--- config.mk ---
export PLATFORM = sky130hd
export DESIGN_NAME = div_sequencer
export DESIGN_NICKNAME = d
export VERILOG_FILES = /design/src/rtl/div_pkg.sv /design/src/rtl/div_sign_fix.sv /design/src/rtl/div_sequencer.sv
export SDC_FILE = /design/constraint.sdc
export NUM_CORES = 1
export LEC_CHECK = 0
export ABC_AREA = 1
export CORE_UTILIZATION = 54
export CTS_BUF_LIST = sky130_fd_sc_hd__clkbuf_16
export DETAILED_ROUTE_END_ITERATION = 12
export GPL_TIMING_DRIVEN = 0
export PLACE_DENSITY = 0.87
export SETUP_SLACK_MARGIN = 0.5
export SLEW_MARGIN = 20
export SYNTH_ARGS = -nofsm -noshare
export SYNTH_HDL_FRONTEND = slang
export SYNTH_SLANG_ARGS = --single-unit
--- constraint.sdc ---
create_clock -name clk -period 8.1 [get_ports clk]
set_input_delay 0.81 -clock clk [delete_from_list [all_inputs] [get_ports clk]]
set_output_delay 0.81 -clock clk [all_outputs]
set_load 0.03 [all_outputs]
--- src/rtl/div_pkg.sv ---
// Shared definitions for the divider sequencer: state encoding, divider
// latency and the divide-by-zero quotient pattern.
package div_pkg;

  localparam int DIV_WIDTH          = 32;
  localparam int DIV_CYCLES_DEFAULT = 34;

  localparam logic [DIV_WIDTH-1:0] DIV_ZERO_QUOT = 32'hFFFF_FFFF;

  typedef enum logic [1:0] {
    ST_IDLE = 2'd0,
    ST_RUN  = 2'd1,
    ST_FIX  = 2'd2
  } div_state_e;

endpackage

--- src/rtl/div_sign_fix.sv ---
// Conditional two's-complement negation, used both to form operand magnitudes
// and to restore the sign of the divider results.
module div_sign_fix
  import div_pkg::*;
#(
  parameter int WIDTH = DIV_WIDTH
) (
  input  logic [WIDTH-1:0] value,
  input  logic             neg,
  output logic [WIDTH-1:0] fixed
);

  logic [WIDTH-1:0] negated_s;

  // 0x8000_0000 negates to itself, which is the required magnitude
  assign negated_s = ~value + {{(WIDTH-1){1'b0}}, 1'b1};
  assign fixed     = neg ? negated_s : value;

endmodule

--- src/rtl/div_sequencer.sv ---
// Control stage around the external 32-bit non-restoring divider: accepts a
// request, feeds magnitudes, times the fixed latency, sign-corrects into HI/LO.
module div_sequencer
  import div_pkg::*;
#(
  parameter int WIDTH      = DIV_WIDTH,
  parameter int DIV_CYCLES = DIV_CYCLES_DEFAULT
) (
  input  logic             clk,
  input  logic             reset,
  input  logic             start,
  input  logic             is_signed,
  input  logic [WIDTH-1:0] dividend,
  input  logic [WIDTH-1:0] divisor,
  output logic             busy,
  output logic             done,
  output logic             div_by_zero,
  output logic [WIDTH-1:0] hi,
  output logic [WIDTH-1:0] lo,
  output logic             div_resetn,
  output logic [WIDTH-1:0] div_q,
  output logic [WIDTH-1:0] div_m,
  input  logic [WIDTH-1:0] div_quotient,
  input  logic [WIDTH-1:0] div_remainder
);

  localparam int CNT_W = $clog2(DIV_CYCLES + 1);
  localparam logic [CNT_W-1:0] CNT_LAST = CNT_W'(DIV_CYCLES - 1);
  localparam logic [CNT_W-1:0] CNT_ONE  = CNT_W'(1);

  div_state_e       state_q, state_d;
  logic [CNT_W-1:0] cnt_q, cnt_d;
  logic             quot_neg_q, quot_neg_d;
  logic             rem_neg_q, rem_neg_d;
  logic             zero_q, zero_d;
  logic             done_q, done_d;
  logic             dbz_q, dbz_d;
  logic [WIDTH-1:0] hi_q, hi_d;
  logic [WIDTH-1:0] lo_q, lo_d;
  logic [WIDTH-1:0] mag_q_q, mag_q_d;
  logic [WIDTH-1:0] mag_m_q, mag_m_d;
  logic [WIDTH-1:0] raw_dvd_q, raw_dvd_d;

  logic             dvd_neg_s;
  logic             dvs_neg_s;
  logic             divisor_zero_s;
  logic             accept_s;
  logic [WIDTH-1:0] dvd_mag_s;
  logic [WIDTH-1:0] dvs_mag_s;
  logic [WIDTH-1:0] quot_fix_s;
  logic [WIDTH-1:0] rem_fix_s;

  assign dvd_neg_s      = is_signed & dividend[WIDTH-1];
  assign dvs_neg_s      = is_signed & divisor[WIDTH-1];
  assign divisor_zero_s = (divisor == {WIDTH{1'b0}});
  assign accept_s       = (state_q == ST_IDLE) & start;

  div_sign_fix #(.WIDTH(WIDTH)) u_fix_dvd (
    .value (dividend),
    .neg   (dvd_neg_s),
    .fixed (dvd_mag_s)
  );

  div_sign_fix #(.WIDTH(WIDTH)) u_fix_dvs (
    .value (divisor),
    .neg   (dvs_neg_s),
    .fixed (dvs_mag_s)
  );

  div_sign_fix #(.WIDTH(WIDTH)) u_fix_quot (
    .value (div_quotient),
    .neg   (quot_neg_q),
    .fixed (quot_fix_s)
  );

  div_sign_fix #(.WIDTH(WIDTH)) u_fix_rem (
    .value (div_remainder),
    .neg   (rem_neg_q),
    .fixed (rem_fix_s)
  );

  // State register
  always_ff @(posedge clk or posedge reset) begin
    if (reset) begin
      state_q <= ST_IDLE;
    end else begin
      state_q <= state_d;
    end
  end

  // Next-state logic
  always_comb begin
    state_d = state_q;
    case (state_q)
      ST_IDLE: begin
        if (start) begin
          state_d = divisor_zero_s ? ST_FIX : ST_RUN;
        end else begin
          state_d = ST_IDLE;
        end
      end
      ST_RUN: begin
        if (cnt_q == CNT_LAST) begin
          state_d = ST_FIX;
        end else begin
          state_d = ST_RUN;
        end
      end
      ST_FIX:  state_d = ST_IDLE;
      default: state_d = ST_IDLE;
    endcase
  end

  // State-decoded outputs; the divider is held in reset whenever idle
  always_comb begin
    busy       = 1'b1;
    div_resetn = 1'b1;
    case (state_q)
      ST_IDLE: begin
        busy       = 1'b0;
        div_resetn = 1'b0;
      end
      ST_RUN: begin
        busy       = 1'b1;
        div_resetn = 1'b1;
      end
      ST_FIX: begin
        busy       = 1'b1;
        div_resetn = 1'b1;
      end
      default: begin
        busy       = 1'b0;
        div_resetn = 1'b0;
      end
    endcase
  end

  // Datapath next-state: operand capture, latency counter, result write-back
  always_comb begin
    cnt_d      = cnt_q;
    quot_neg_d = quot_neg_q;
    rem_neg_d  = rem_neg_q;
    zero_d     = zero_q;
    done_d     = 1'b0;
    dbz_d      = dbz_q;
    hi_d       = hi_q;
    lo_d       = lo_q;
    mag_q_d    = mag_q_q;
    mag_m_d    = mag_m_q;
    raw_dvd_d  = raw_dvd_q;
    case (state_q)
      ST_IDLE: begin
        if (accept_s) begin
          cnt_d      = {CNT_W{1'b0}};
          quot_neg_d = (dvd_neg_s & ~divisor_zero_s) ^ dvs_neg_s;
          rem_neg_d  = dvd_neg_s;
          zero_d     = divisor_zero_s;
          dbz_d      = 1'b0;
          mag_q_d    = dvd_mag_s;
          mag_m_d    = dvs_mag_s;
          raw_dvd_d  = dividend;
        end else begin
          cnt_d = cnt_q;
        end
      end
      ST_RUN: begin
        cnt_d = cnt_q + CNT_ONE;
      end
      ST_FIX: begin
        done_d = 1'b1;
        if (zero_q) begin
          lo_d  = DIV_ZERO_QUOT;
          hi_d  = raw_dvd_q;
          dbz_d = 1'b1;
        end else begin
          lo_d = quot_fix_s;
          hi_d = rem_fix_s;
        end
      end
      default: begin
        cnt_d = {CNT_W{1'b0}};
      end
    endcase
  end

  // Datapath registers
  always_ff @(posedge clk or posedge reset) begin
    if (reset) begin
      cnt_q      <= {CNT_W{1'b0}};
      quot_neg_q <= 1'b0;
      rem_neg_q  <= 1'b0;
      zero_q     <= 1'b0;
      done_q     <= 1'b0;
      dbz_q      <= 1'b0;
      hi_q       <= {WIDTH{1'b0}};
      lo_q       <= {WIDTH{1'b0}};
      mag_q_q    <= {WIDTH{1'b0}};
      mag_m_q    <= {WIDTH{1'b0}};
      raw_dvd_q  <= {WIDTH{1'b0}};
    end else begin
      cnt_q      <= cnt_d;
      quot_neg_q <= quot_neg_d;
      rem_neg_q  <= rem_neg_d;
      zero_q     <= zero_d;
      done_q     <= done_d;
      dbz_q      <= dbz_d;
      hi_q       <= hi_d;
      lo_q       <= lo_d;
      mag_q_q    <= mag_q_d;
      mag_m_q    <= mag_m_d;
      raw_dvd_q  <= raw_dvd_d;
    end
  end

  assign done        = done_q;
  assign div_by_zero = dbz_q;
  assign hi          = hi_q;
  assign lo          = lo_q;
  assign div_q       = mag_q_q;
  assign div_m       = mag_m_q;

endmodule

## Word level (Yosys, flattened, before mapping)

Index checks and enable logic that the tools add are counted.

- Register bits after elaboration: 173
- Input port bits: 132
- Output and inout bits: 132
- Logic and storage cells: 57

- $add $sub $neg: 5
- Eq/ne operators: 5
- Multiplexer cells: 17
- Bitwise gates (word level): 11
- Reduce and logical (&&, ||, !) cells: 7

Operators by type and width:

| operator | count |
|---|---|
| $mux W32 | 6 |
| $add A32 B1 Y32 const B | 4 |
| $not A32 Y32 | 4 |
| $logic_not A32 Y1 | 1 |
| $pmux W6 S3 | 1 |
| $add A6 B1 Y6 const B | 1 |
| $eq A6 B6 Y1 const B | 1 |
| $mux W2 | 3 |
| $mux W6 | 1 |
| $and A1 B1 Y1 | 4 |
| $mux W1 | 4 |
| $ne A2 B2 Y1 const B | 2 |
| $pmux W2 S2 | 1 |
| $reduce_and A2 Y1 | 2 |
| $reduce_and A3 Y1 | 1 |
| $eq A2 B1 Y1 const B | 1 |
| $eq A2 B2 Y1 const B | 1 |
| $logic_not A2 Y1 | 1 |
| $not A1 Y1 | 2 |
| $pmux W1 S2 | 1 |
| $reduce_bool A2 Y1 | 1 |
| $reduce_or A2 Y1 | 1 |
| $xor A1 B1 Y1 | 1 |

## Logic depth before layout (Yosys ltp)

- Word-level depth: 4
- Depth in mapped cells: 12

## Modules after synthesis

Synthesis repeated with hierarchy kept, for this count alone.

- Cell total of the unflattened synthesis: 1712
- Area, all modules: 11512.3 um2

By module, submodules not included:

| module | times used | cells an instance | area each (um2) |
|---|---|---|---|
| div_sequencer | 1 | 804 | 7078.0 |
| div_sign_fix | 4 | 227 | 1108.6 |

## Least setup slack after synthesis

Ideal clock, no wire load.

- Kind: in2reg
- From: input port div_quotient[0]
- To: register lo_q[28], in the netlist lo[28]
- Setup time: 0.113 ns
- Arrival time: 1.839 ns
- Data required time: 7.987 ns
- Path slack: 6.148 ns
- Stages on the path: 12
- Path buffers: 1
- Cells stage by stage: inv_1 ha_1 nand3_1 nor2_2 nand2_2 nand2_2 buf_6 nand3_1 nand2_1 nand3_1 nand2_1 inv_1

- Word-level cells in the longest chain between the ends: 4

RTL lines:

| what | line | text |
|---|---|---|
| start: declaration | div_sequencer.sv:23 | `input logic [WIDTH-1:0] div_quotient,` |
| $not A32 Y32 | div_sign_fix.sv:16 | `assign negated_s = ~value + {{(WIDTH-1){1'b0}}, 1'b1};` |
| $add A32 B1 Y32 | div_sign_fix.sv:16 |  |
| $mux W32 | div_sign_fix.sv:17 | `assign fixed = neg ? negated_s : value;` |
| $mux W32 | div_sequencer.sv:171 | `if (zero_q) begin` |
| end signal: assignment | div_sequencer.sv:196 | `lo_q <= {WIDTH{1'b0}};` |
| end signal: assignment | div_sequencer.sv:208 | `lo_q <= lo_d;` |
| end: declaration | div_sequencer.sv:39 | `logic [WIDTH-1:0] lo_q, lo_d;` |

Every way passes these cells.
A chain may end at the register's enable or synchronous reset.

## Final worst setup path

- From: register state_q[0]
- To: output port div_resetn

- Word-level cells in the longest chain between the ends: 3
- Elaborated cells between the ends (all ways): 4
- Classes of those cells: eq/ne: 2; mux: 1; reduce/logical: 1

RTL lines:

| what | line | text |
|---|---|---|
| start: declaration | div_sequencer.sv:31 | `div_state_e state_q, state_d;` |
| start signal: assignment | div_sequencer.sv:87 | `state_q <= state_d;` |
| $eq A2 B2 Y1 / $eq A2 B1 Y1 (equally long branches) | div_sequencer.sv:118 | `case (state_q)` |
| $reduce_or A2 Y1 (no line) * | - |  |
| $mux W1 * | div_sequencer.sv:118 |  |
| end: declaration | div_sequencer.sv:20 | `output logic div_resetn,` |

Mark *: on every way between the ends. The rest lies on a longest branch, timed or not.

==> results.cfg <==
[outcome]
outcome = completed

[sta]
worst_pin_slew_ps = 800.8
setup_viol = 0
fmax_mhz = 362.6
hold_viol = 0
holdWs_ps = 484.9
period_minus_slack_ps = 2758
setup_slack_ps = 5342
maxSlewHeadroom_pct = 46.61
tns_ps = 0
rsz0062_at_grt = no
slew_viol_final = 0
skew_ps = 10.30
fin_crit_sh_pct = 34.05

[place]
dp_slack_ps = 5368
dpl.hpwl_um = 29010
portBuffers = 263
gp_congestion = 0.9956

[floorplan]
io_pins = 264
dieHeight_um = 142.2
die-area_um2 = 20220
core_area_um2 = 18960
die_x_um = 142.2
initial_core_util_pct = 55.99
fp-row-count = 50

[synthesis]
synth_edf_count = 0
synthesis.nets = 1688
synth_area_leaders = dfrtp_1 41%, nand2_1 15%, nand3_1 11%
yosysUniqueCellTypes = 44
yosys.area.top_type = dfrtp_1
synth_common_cells = 437 x nand2_1, 236 x nand3_1, 181 x nor2_1
yosysTopAreaCellShare_pct = 40.55
yosys_warnings = 0
yosysMostFrequentCell = nand2_1
ys.flop_type = dfrtp_1
postSynthRegisterBits = 172
seq_area_frac_synth_pct = 40.55
async_flop_share_pct = 100.0
netlist_area_um2 = 10610
syn-mean-instance-area_um2 = 6.861
syn_inst = 1547

[layout]
final_nets = 1971
fillers = 1516
syn_to_final_growth_pct = 33.49
regArea_um2 = 4304
layout-drive-gt1-share_pct = 6.348
multi_input_area_um2 = 5331
utilization_pct = 74.75

[detailed_routing]
drt_iter0_markers = 1166
vias_per_cell = 5.691
antenna_left = 0
routedWlPerCell_um = 18.02
wl_um = 37920
drc = 0
dr_total_vias = 11970
drtPass1Iterations = 6

[power_and_ir_drop]
p_seq_share_pct = 32.9
power.leakage_nw = 6.723
p_per_area_nw_per_um2 = 283.8
ir_worst_vdd_v = 0.0002374
p_clk_share_pct = 20.2
p_int_mw = 2.278
p_switching_mw = 1.743
comb_power_share_pct = 46.8
netSwitchingFraction_pct = 43.35

[setup_path]
required_ps = 7290
cp-start-kind = register
worstPathMaxFanout = 2
cp-startpoint = state_q[0]
path_delay_family = buffers and inverters
end_kind = output port
crit_path_cell_trace = inv_1, ha_1, buf_4, clkdlybuf4s50_1
cp_num_buf_inv = 3
path_class = register to output port
max_stage_delay_ps = 660
cp.arrival_ps = 1950
r2r-start = state_q[0]
critPathSlowestCell = clkdlybuf4s50_1

[hold_path]
min_path_type = register to register
hp-start = lo[23]

[run]
maxCapViolCount = 0

[clock_network]
clk_pin_slew_ps = 70
numCtsBuffers = 17
cts_setup_buffers = 0
clock_latency_ps = 440
cts.sinks = 172
htreeDepth = 4
post_cts_resized = 0
cts_tree = built
cts.path.max_buffers = 2
hold_buffers = 0
root_buffer = clkbuf_16

[global_routing]
antenna_found_initial = 1
grt_pass1_vias = 11330
grt_pass1_wl_um = 59230
grt_usage_pct = 38.22
grt_max_degree = 103
gr-total-overflow = 0
## logic make-up (layout without fill, tap and decap cells)
kind of cell | count (synthesis) | count (layout) | share of synthesized area [%]
and+or+nand+nor | 937 | 937 | 38.31
buffers and inverters | 239 | 535 | 9.218
AOI/OAI and AO/OA | 176 | 176 | 9.690
DFF | 172 | 172 | 40.55
xor gates and xnor gates | 13 | 13 | 1.073
adders and majority gates | 9 | 9 | 1.061
muxes | 1 | 1 | 0.09431
other | 0 | 1 | 0
## per-layer routing
layer	part of all wire (%)	global-route usage (%)	vias to the layer above	wire [µm]
met2	46	62.54	694	17490
met5	0	0	-	0
met1	40	48.55	5571	15060
li1	-	-	5594	-
met4	3.7	15.96	0	1416
met3	10	9.017	115	3954
## per-stage QoR
stage	instances	power [mW]	cell area, µm²
3_5_place_dp	2071	3.174	13610
4_1_cts	2103	3.997	14170
3_3_place_gp	2070	3.116	13570
6_report	2104	4.021	14170
5_1_grt	2104	4.223	14170
2_1_floorplan	1547	2.407	10610
## worst paths after layout
| kind | endpoint | slack [ps] | depth (start not counted) |
|---|---|---|---|
| max | div_resetn | 5340 | 4 |
| min | lo[23] | 480 | 2 |
| max reg2reg | raw_dvd_q[18] | 5930 | 6 |
| min reg2reg | lo[23] | 480 | 2 |
| max in group asynchronous | lo[1] | 6370 | 3 |
| min in group asynchronous | div_m[10] | 820 | 2 |
## power groups by stage
| stage | Combinational [mW] | Sequential [mW] | Clock (mW) |
|---|---|---|---|
| floorplan | 0.772 | 1.63 | 0 |
| global placement | 1.80 | 1.32 | 0 |
| detailed placement | 1.85 | 1.32 | 0 |
| CTS | 1.87 | 1.32 | 0.812 |
| global route | 2.03 | 1.35 | 0.846 |
| finish | 1.88 | 1.32 | 0.813 |
## sequential cells by signal (all words and copies together), names as in the netlist
signal	count
zero_q	1
state_q	2
quot_neg_q	1
rem_neg_q	1
cnt_q	6
hi	32
raw_dvd_q	31
div_by_zero	1
done	1
div_m	32
div_q	32
lo	32
## cell type report
cell class              instances  area share, %
multi-input cells            1136          37.63
repair buffers                264          18.77
well taps                     260          2.296
flip-flops and latches        172          30.38
inverters                     179          4.795
plain buffers                  60          2.164
clock buffers                  17          3.002
clock inverters                15         0.9449
diodes                          1        0.01766
## worst register-to-register path: cells and delay by family, from the launching register on
family | cells | cell delay [ps]
flip-flops | 1 | 370
buffers and inverters | 3 | 1000
AND/OR/NAND/NOR | 1 | 210
AO/OA/AOI/OAI | 1 | 190
adder cells (fa/ha/maj) | 1 | 240
## placed cells by master, fill, tap and decap left out, drive strengths merged, types with 20 or more instances in the layout
master         Yosys  final
a21oi             25     25
buf               35     36
clkbuf            25     42
clkdlybuf4s50      0    263
dfrtp            172    172
inv              179    186
nand2            445    445
nand3            239    239
nand4             20     20
nor2             194    194
o211ai            23     23
o21ai             97     97
No activity file was read; power rests on OpenSTA's default activity.
